===== src/rtl/a_channel_driver.sv =====
// a_channel_driver: self-sequencing multi-beat A-channel stimulus source with watchdog
module a_channel_driver #(
  parameter int OPCODE_W       = 4,
  parameter int BEAT_W         = 2,
  parameter int DATA_W         = 8,
  parameter int NUM_BEATS      = 4,
  parameter int GAP_CYCLES     = 0,
  parameter int OPCODE_MODE    = 1,
  parameter int BASE_OPCODE    = 4,
  parameter int DATA_SEED      = 0,
  parameter int TIMEOUT_CYCLES = 1000
) (
  input  logic                clk,
  input  logic                reset,
  input  logic                start,
  input  logic [15:0]         cfg_max_txns,
  input  logic                a_ready,
  output logic                a_valid,
  output logic [OPCODE_W-1:0] a_opcode,
  output logic [BEAT_W-1:0]   a_beat,
  output logic [DATA_W-1:0]   a_data,
  output logic                busy,
  output logic                done,
  output logic                timed_out,
  output logic [15:0]         txn_count
);
  typedef enum logic [1:0] {IDLE, SEND, GAP, DONE} state_t;
  state_t              state_q;
  logic [15:0]         max_q, txn_q;
  logic [BEAT_W-1:0]   beat_q;
  logic [OPCODE_W-1:0] op_q;
  logic [DATA_W-1:0]   data_q;
  logic                valid_q, busy_q, done_q, to_q;
  logic [31:0]         wd_q, gap_q;
  logic                xfer, last, expire;
  logic [15:0]         txn_d;
  function automatic logic [DATA_W-1:0] data_f(input logic [15:0] t, input logic [BEAT_W-1:0] b);
    return DATA_W'(32'(t) * 32'(NUM_BEATS) + 32'(b)) ^ DATA_W'(DATA_SEED);
  endfunction
  function automatic logic [OPCODE_W-1:0] op_f(input logic [15:0] t);
    return OPCODE_MODE != 0 ? OPCODE_W'(BASE_OPCODE) + OPCODE_W'(t) : OPCODE_W'(BASE_OPCODE);
  endfunction
  always_comb begin
    xfer   = valid_q && a_ready;
    last   = beat_q == BEAT_W'(NUM_BEATS - 1);
    txn_d  = txn_q + 16'd1;
    expire = TIMEOUT_CYCLES != 0 && wd_q + 32'd1 == 32'(TIMEOUT_CYCLES);
  end
  always_ff @(posedge clk) begin
    if (reset) begin
      state_q <= IDLE;
      max_q   <= '0;
      txn_q   <= '0;
      beat_q  <= '0;
      op_q    <= '0;
      data_q  <= '0;
      valid_q <= 1'b0;
      busy_q  <= 1'b0;
      done_q  <= 1'b0;
      to_q    <= 1'b0;
      wd_q    <= '0;
      gap_q   <= '0;
    end else begin
      case (state_q)
        IDLE, DONE: if (start) begin
          max_q  <= cfg_max_txns;
          txn_q  <= '0;
          to_q   <= 1'b0;
          wd_q   <= '0;
          beat_q <= '0;
          op_q   <= op_f(16'd0);
          data_q <= data_f(16'd0, '0);
          if (cfg_max_txns == 16'd0) begin
            state_q <= DONE;
            done_q  <= 1'b1;
          end else begin
            state_q <= SEND;
            done_q  <= 1'b0;
            valid_q <= 1'b1;
            busy_q  <= 1'b1;
          end
        end
        SEND, GAP: begin
          wd_q <= wd_q + 32'd1;
          if (xfer && last) txn_q <= txn_d;
          // a completing final beat beats a simultaneous watchdog expiry
          if (xfer && last && txn_d == max_q) begin
            state_q <= DONE;
            valid_q <= 1'b0;
            busy_q  <= 1'b0;
            done_q  <= 1'b1;
          end else if (expire) begin
            state_q <= DONE;
            valid_q <= 1'b0;
            busy_q  <= 1'b0;
            done_q  <= 1'b1;
            to_q    <= 1'b1;
          end else if (state_q == SEND && xfer) begin
            beat_q <= last ? '0 : beat_q + 1'b1;
            op_q   <= last ? op_f(txn_d) : op_q;
            data_q <= last ? data_f(txn_d, '0) : data_f(txn_q, beat_q + 1'b1);
            if (last && GAP_CYCLES > 0) begin
              state_q <= GAP;
              valid_q <= 1'b0;
              gap_q   <= '0;
            end
          end else if (state_q == GAP) begin
            gap_q <= gap_q + 32'd1;
            if (gap_q == 32'(GAP_CYCLES - 1)) begin
              state_q <= SEND;
              valid_q <= 1'b1;
            end
          end
        end
        default: state_q <= IDLE;
      endcase
    end
  end
  assign a_valid   = valid_q;
  assign a_opcode  = op_q;
  assign a_beat    = beat_q;
  assign a_data    = data_q;
  assign busy      = busy_q;
  assign done      = done_q;
  assign timed_out = to_q;
  assign txn_count = txn_q;
endmodule


===== config.mk =====
export PLATFORM = sky130hd
export DESIGN_NAME = a_channel_driver
export DESIGN_NICKNAME = d
export VERILOG_FILES = /design/src/rtl/a_channel_driver.sv
export SDC_FILE = /design/constraint.sdc
export NUM_CORES = 1
export LEC_CHECK = 0
export ABC_CLOCK_PERIOD_IN_PS = 4600
export BUFFER_PORTS_ARGS = -buffer_cell sky130_fd_sc_hd__buf_2
export CORE_AREA = 2 2 162 85
export DETAILED_ROUTE_END_ITERATION = 8
export DIE_AREA = 0 0 164 87
export GPL_TIMING_DRIVEN = 0
export HOLD_SLACK_MARGIN = 0.03
export PLACE_DENSITY = 0.7
export SLEW_MARGIN = 5
export SYNTH_ARGS = -nofsm -noshare
export SYNTH_HDL_FRONTEND = slang
export SYNTH_SLANG_ARGS = --single-unit

===== constraint.sdc =====
create_clock -name clk -period 4.6 [get_ports clk]
set_input_delay 0.23 -clock clk [delete_from_list [all_inputs] [get_ports clk]]
set_output_delay 0.23 -clock clk [all_outputs]
set_load 0.02 [all_outputs]

# Yosys cells after proc, flatten, opt, wreduce, memory -nomap -nowiden
# Index checks and enable logic that the tools add are counted.
[totals] regBits=116 output_inout_bits=34 elab_cells=108
[classes] addsub=6 n_eq_ne=19 mux=50 n_bitwise=3 n_reduce_logical=18
[op_table] operator="$add A32 B1 Y32 const B" n=2
[op_table] operator="$pmux W32 S2" n=1
[op_table] operator="$mux W8" n=5
[op_table] operator="$eq A32 B10 Y1 const B" n=1
[op_table] operator="$eq A32 B32 Y1 const B" n=1
[op_table] operator="$mux W16" n=2
[op_table] operator="$mux W32" n=1
[op_table] operator="$pmux W16 S2" n=1
[op_table] operator="$mux W2" n=12
[op_table] operator="$mux W4" n=5
[op_table] operator="$add A16 B1 Y16 const B" n=1
[op_table] operator="$eq A16 B16 Y1" n=1
[op_table] operator="$logic_not A16 Y1" n=1
[op_table] operator="$ne A2 B2 Y1 const B" n=8
[op_table] operator="$pmux W8 S2" n=1
[op_table] operator="$mux W1" n=15
[op_table] operator="$reduce_and A5 Y1" n=3
[op_table] operator="$ne A4 B4 Y1 const B" n=3
[op_table] operator="$add A8 B2 Y8" n=1
[op_table] operator="$pmux W1 S2" n=4
[op_table] operator="$pmux W2 S2" n=2
[op_table] operator="$pmux W4 S2" n=1
[op_table] operator="$reduce_and A4 Y1" n=2
[op_table] operator="$eq A2 B2 Y1 const B" n=3
[op_table] operator="10 further kinds" n=19

# Depth between registers and ports, before layout
[logic_depth] ltp_word=7 depth_mapped=14

# Worst setup path after synthesis
# OpenSTA, ideal clock, no wires.
[synth_timing] kind="register to register" startpoint="register txn_q[1] (netlist: txn_count[1])" endpoint="register gap_q[31]" setup_time_ps=121 arrival_ps=3346 t_required_ps=4479 path_slack_ps=1132 stages_incl_launch_ff=14 period_less_slack_ps=3468 path_cell_list="dfxtp_1 ha_1 buf_2 nand3_1 nor4_1 xnor2_1 nor2_1 nand4b_1 o21ai_0 or3_1 buf_4 buf_6 nor4_1 mux2_4"
[synth_between] elab_chain_len=5
[synth_lines] element="start, declared" line_no="29" source="logic [15:0] max_q, txn_q;"
[synth_lines] element="start signal, assigned" line_no="85" source="if (xfer && last) txn_q <= txn_d;"
[synth_lines] element="$add A16 B1 Y16" line_no="46" source="txn_d = txn_q + 16'd1;"
[synth_lines] element="$eq A16 B16 Y1" line_no="87" source="if (xfer && last && txn_d == max_q) begin"
[synth_lines] element="$logic_and A1 B1 Y1" line_no="87"
[synth_lines] element="$not A1 Y1 (no source line)"
[synth_lines] element="$reduce_and A5 Y1 (no source line)"
[synth_lines] element="end signal, assigned" line_no="108" source="gap_q <= gap_q + 32'd1;"
[synth_lines] element="end, declared" line_no="34" source="logic [31:0] wd_q, gap_q;"
# Every way passes these cells.
# A chain may end at the register's enable or synchronous reset.

# Worst setup path in the final report
# Same ends and word-level chain as after synthesis.

==> metrics <==
pin count of the biggest net entering global routing=17; Fmax=227 MHz; Syn Area/Cell=7.52 um^2; Die Area=0.0143 mm^2; Slew Limit Fails=0; die outline height=87 um; CTS H-tree depth=4; vias per cell=5.99; 1st-pass router iterations=6; CTS tree=built; number of enable flip-flop cells after synthesis=0; dpl hpwl=15.0 mm; WL final=20.9 mm; number of global-route vias before repair=5944; Finished Cell Area=0.00807 mm^2; Post-Syn Area=0.00692 mm^2; status=completed; Net Count, Synth=946; global-route wire length before repair=32.8 mm; top cell type by total area after synthesis=dfxtp_1; CTS buffer count=17; Hold Vio Cnt, Final=0; vias=7061; cell count after synthesis=919; Worst R2R End=gap_q[31]$_SDFFE_PP0P_; clock root cell=clkbuf_16; Core Area=0.0130 mm^2; number of fill cells=1173; Post-CTS Setup Bufs=0; Reg2Reg Depth=13; post-synthesis cell type count=70; total negative slack=0 ns; number of warnings issued by yosys=0; Clock Path Buffers=2; IO buf count=52; unrepaired setup endpoints after global routing=false; worst slew pin tran=0.884 ns; Global Route Usage Sum=29.9%; nets=1017; register bit total from synthesis=114; Pwr Density=403 mW/mm^2; initial core utilization=53.1%; min-delay src=cfg_max_txns[7]; area grow syn2layout=16.6%; Clk pin slew, worst setup/hold paths=0.06 ns; ys async rst share=0%; Worst Path Required=4.91 ns; multi-input logic area=0.00421 mm^2; placer congestion estimate=0.942; reg2reg setup slack=0.20 ns; worst r2r src=txn_count[1]$_SDFFE_PP0P_; later-pin clock latency in the skew report=0.42 ns; Worst IR Drop VDD=277 uV; chip width=164 um; layout cell share with drive strength beyond 1=13.5%; Row Count=30; DRC violations left=0; register area=0.00228 mm^2; Sink Count=114; critical setup path kind=flop to flop; worst path arrival time=4.71 ns; top-area cell type share of the netlist area=33.0%; post-route ant nets=0; Worst Hold Path EP=max_q[7]$_SDFFE_PP0P_; Max Cap Viol=0; Tmin final=4.40 ns; Worst setup EP type=flop; Critical Path Source Type=flop; initial antenna violation count=0; post-placement cell area=0.00740 mm^2; hold crit path type=input pin to flop; final setup fails=0; worst hold stages=3; Top-Level Pins=54; Max FO, Critical Path=10; # diodes=0; post-synthesis sequential area ratio=33.0%; skew final=0.0114 ns; global route overflow=0; routed length per instance=17.7 um; ys flop type=dfxtp_1; Leak=2.93 nW; period utilization=95.7%; Initial DRC Count=981; top cells by area, synth=dfxtp_1, a21oi_1, nand2_1, nor2_1, xnor2_1; Rel. slew slack=40.5%
power by group:
group	internal (mW)	switching (mW)	leakage, nW
sequential	1.04	0.0590	0.922
combinational	0.175	0.465	1.68
clock	0.984	0.524	0.322
cells in the mapped netlist, types with 8 or more instances:
cell type,number
nand2_1,121
dfxtp_1,114
nor2_1,111
a21oi_1,91
nand3_1,42
xnor2_1,42
clkbuf_1,37
nand4_1,25
o21ai_0,24
nor4_1,23
xor2_1,22
and3_1,20
nor3_1,18
buf_2,17
inv_1,17
o31ai_1,16
or4_1,15
nand3b_1,12
buf_1,11
o22a_1,11
or3_1,8
layout by cell type, fill, tap and decap left out, types with 8 or more instances in the layout:
master	count
a21oi_1	91
and3_1	20
buf_1	11
buf_2	69
clkbuf_1	37
clkbuf_16	17
dfxtp_1	114
inv_1	17
nand2_1	121
nand3_1	42
nand3b_1	12
nand4_1	25
nor2_1	111
nor3_1	18
nor4_1	22
o21ai_0	24
o22a_1	11
o31ai_1	16
or3_1	8
or4_1	15
xnor2_1	42
xor2_1	22
registers in the layout, indices dropped and copies added, names as in the netlist:
signal / count
gap_q: 32
a_opcode: 4
done: 1
a_beat: 1
state_q: 2
txn_count: 16
max_q: 16
timed_out: 1
a_data: 7
busy: 1
wd_q: 32
a_valid: 1
final cells by class:
class | instances | share of cell area (%)
Multi-Input combinational cell | 711 | 52.2
Sequential cell | 114 | 28.3
Clock buffer | 18 | 5.45
Buffer | 76 | 4.47
Timing Repair Buffer | 52 | 3.23
Clock inverter | 14 | 2.78
Tap cell | 176 | 2.73
Inverter | 18 | 0.838
how the worst max path moves through the flow:
stage / from / end / slack [ns] / cells after the start
after floorplan: txn_count[1]$_SDFFE_PP0P_ / gap_q[31]$_SDFFE_PP0P_ / 1.13 / 13
after global placement: wd_q[0]$_SDFFE_PP0P_ / a_opcode[0]$_SDFFE_PP0P_ / 0.44 / 10
after detailed placement: wd_q[0]$_SDFFE_PP0P_ / a_opcode[0]$_SDFFE_PP0P_ / 0.41 / 10
after CTS: wd_q[0]$_SDFFE_PP0P_ / a_opcode[0]$_SDFFE_PP0P_ / 0.40 / 10
after global routing: txn_count[1]$_SDFFE_PP0P_ / gap_q[31]$_SDFFE_PP0P_ / 0.04 / 13
final: txn_count[1]$_SDFFE_PP0P_ / gap_q[31]$_SDFFE_PP0P_ / 0.20 / 13
worst max-delay path: stages, from the launching register on:
cell and delay [ns]:
dfxtp_1 0.50, ha_1 0.20, buf_2 0.22, nand3_1 0.37
nor4_1 0.73, xnor2_1 0.19, nor2_1 0.07, nand4b_1 0.18
o21ai_0 0.30, or3_1 0.43, buf_4 0.16, buf_6 0.15
nor4_1 0.44, mux2_4 0.34
per-layer routing:
metal	global-route usage [%]	vias up	share of wire [%]
met5	0	-	0
met4	6.62	0	0.69
met3	11.3	15	13
met2	34.8	371	36
met1	48.7	3265	51
li1	-	3410	-
timing repair:
item / CTS / global route
setup endpoints to repair: 0 / 2
hold endpoints to repair: 0 / 0
hold buffers: 0 / 0
resized for setup: 0 / 1
metrics by stage:
stage | setup WS (ns) | power [mW] | instances | hold slack (ns) | utilization (%)
floorplan | 1.13 | 1.51 | 919 | 0.366 | -
global placement | 0.436 | 1.72 | 1147 | 0.459 | 56.8
detailed placement | 0.414 | 1.73 | 1147 | 0.465 | 56.8
CTS | 0.401 | 3.23 | 1179 | 0.0550 | 61.9
global route | 0.0396 | 3.36 | 1179 | 0.0545 | 61.9
finish | 0.196 | 3.25 | 1179 | 0.0551 | 61.9
cells by family after synthesis:
kind of cell / share of synthesized area, %
buffers and inverters: 6.19
muxes: 1.74
DFF: 33.0
and+or+nand+nor: 32.5
adders and majority gates: 1.41
xor gates and xnor gates: 8.11
AOI/OAI and AO/OA: 17.1
No activity file was read; power rests on OpenSTA's default activity.
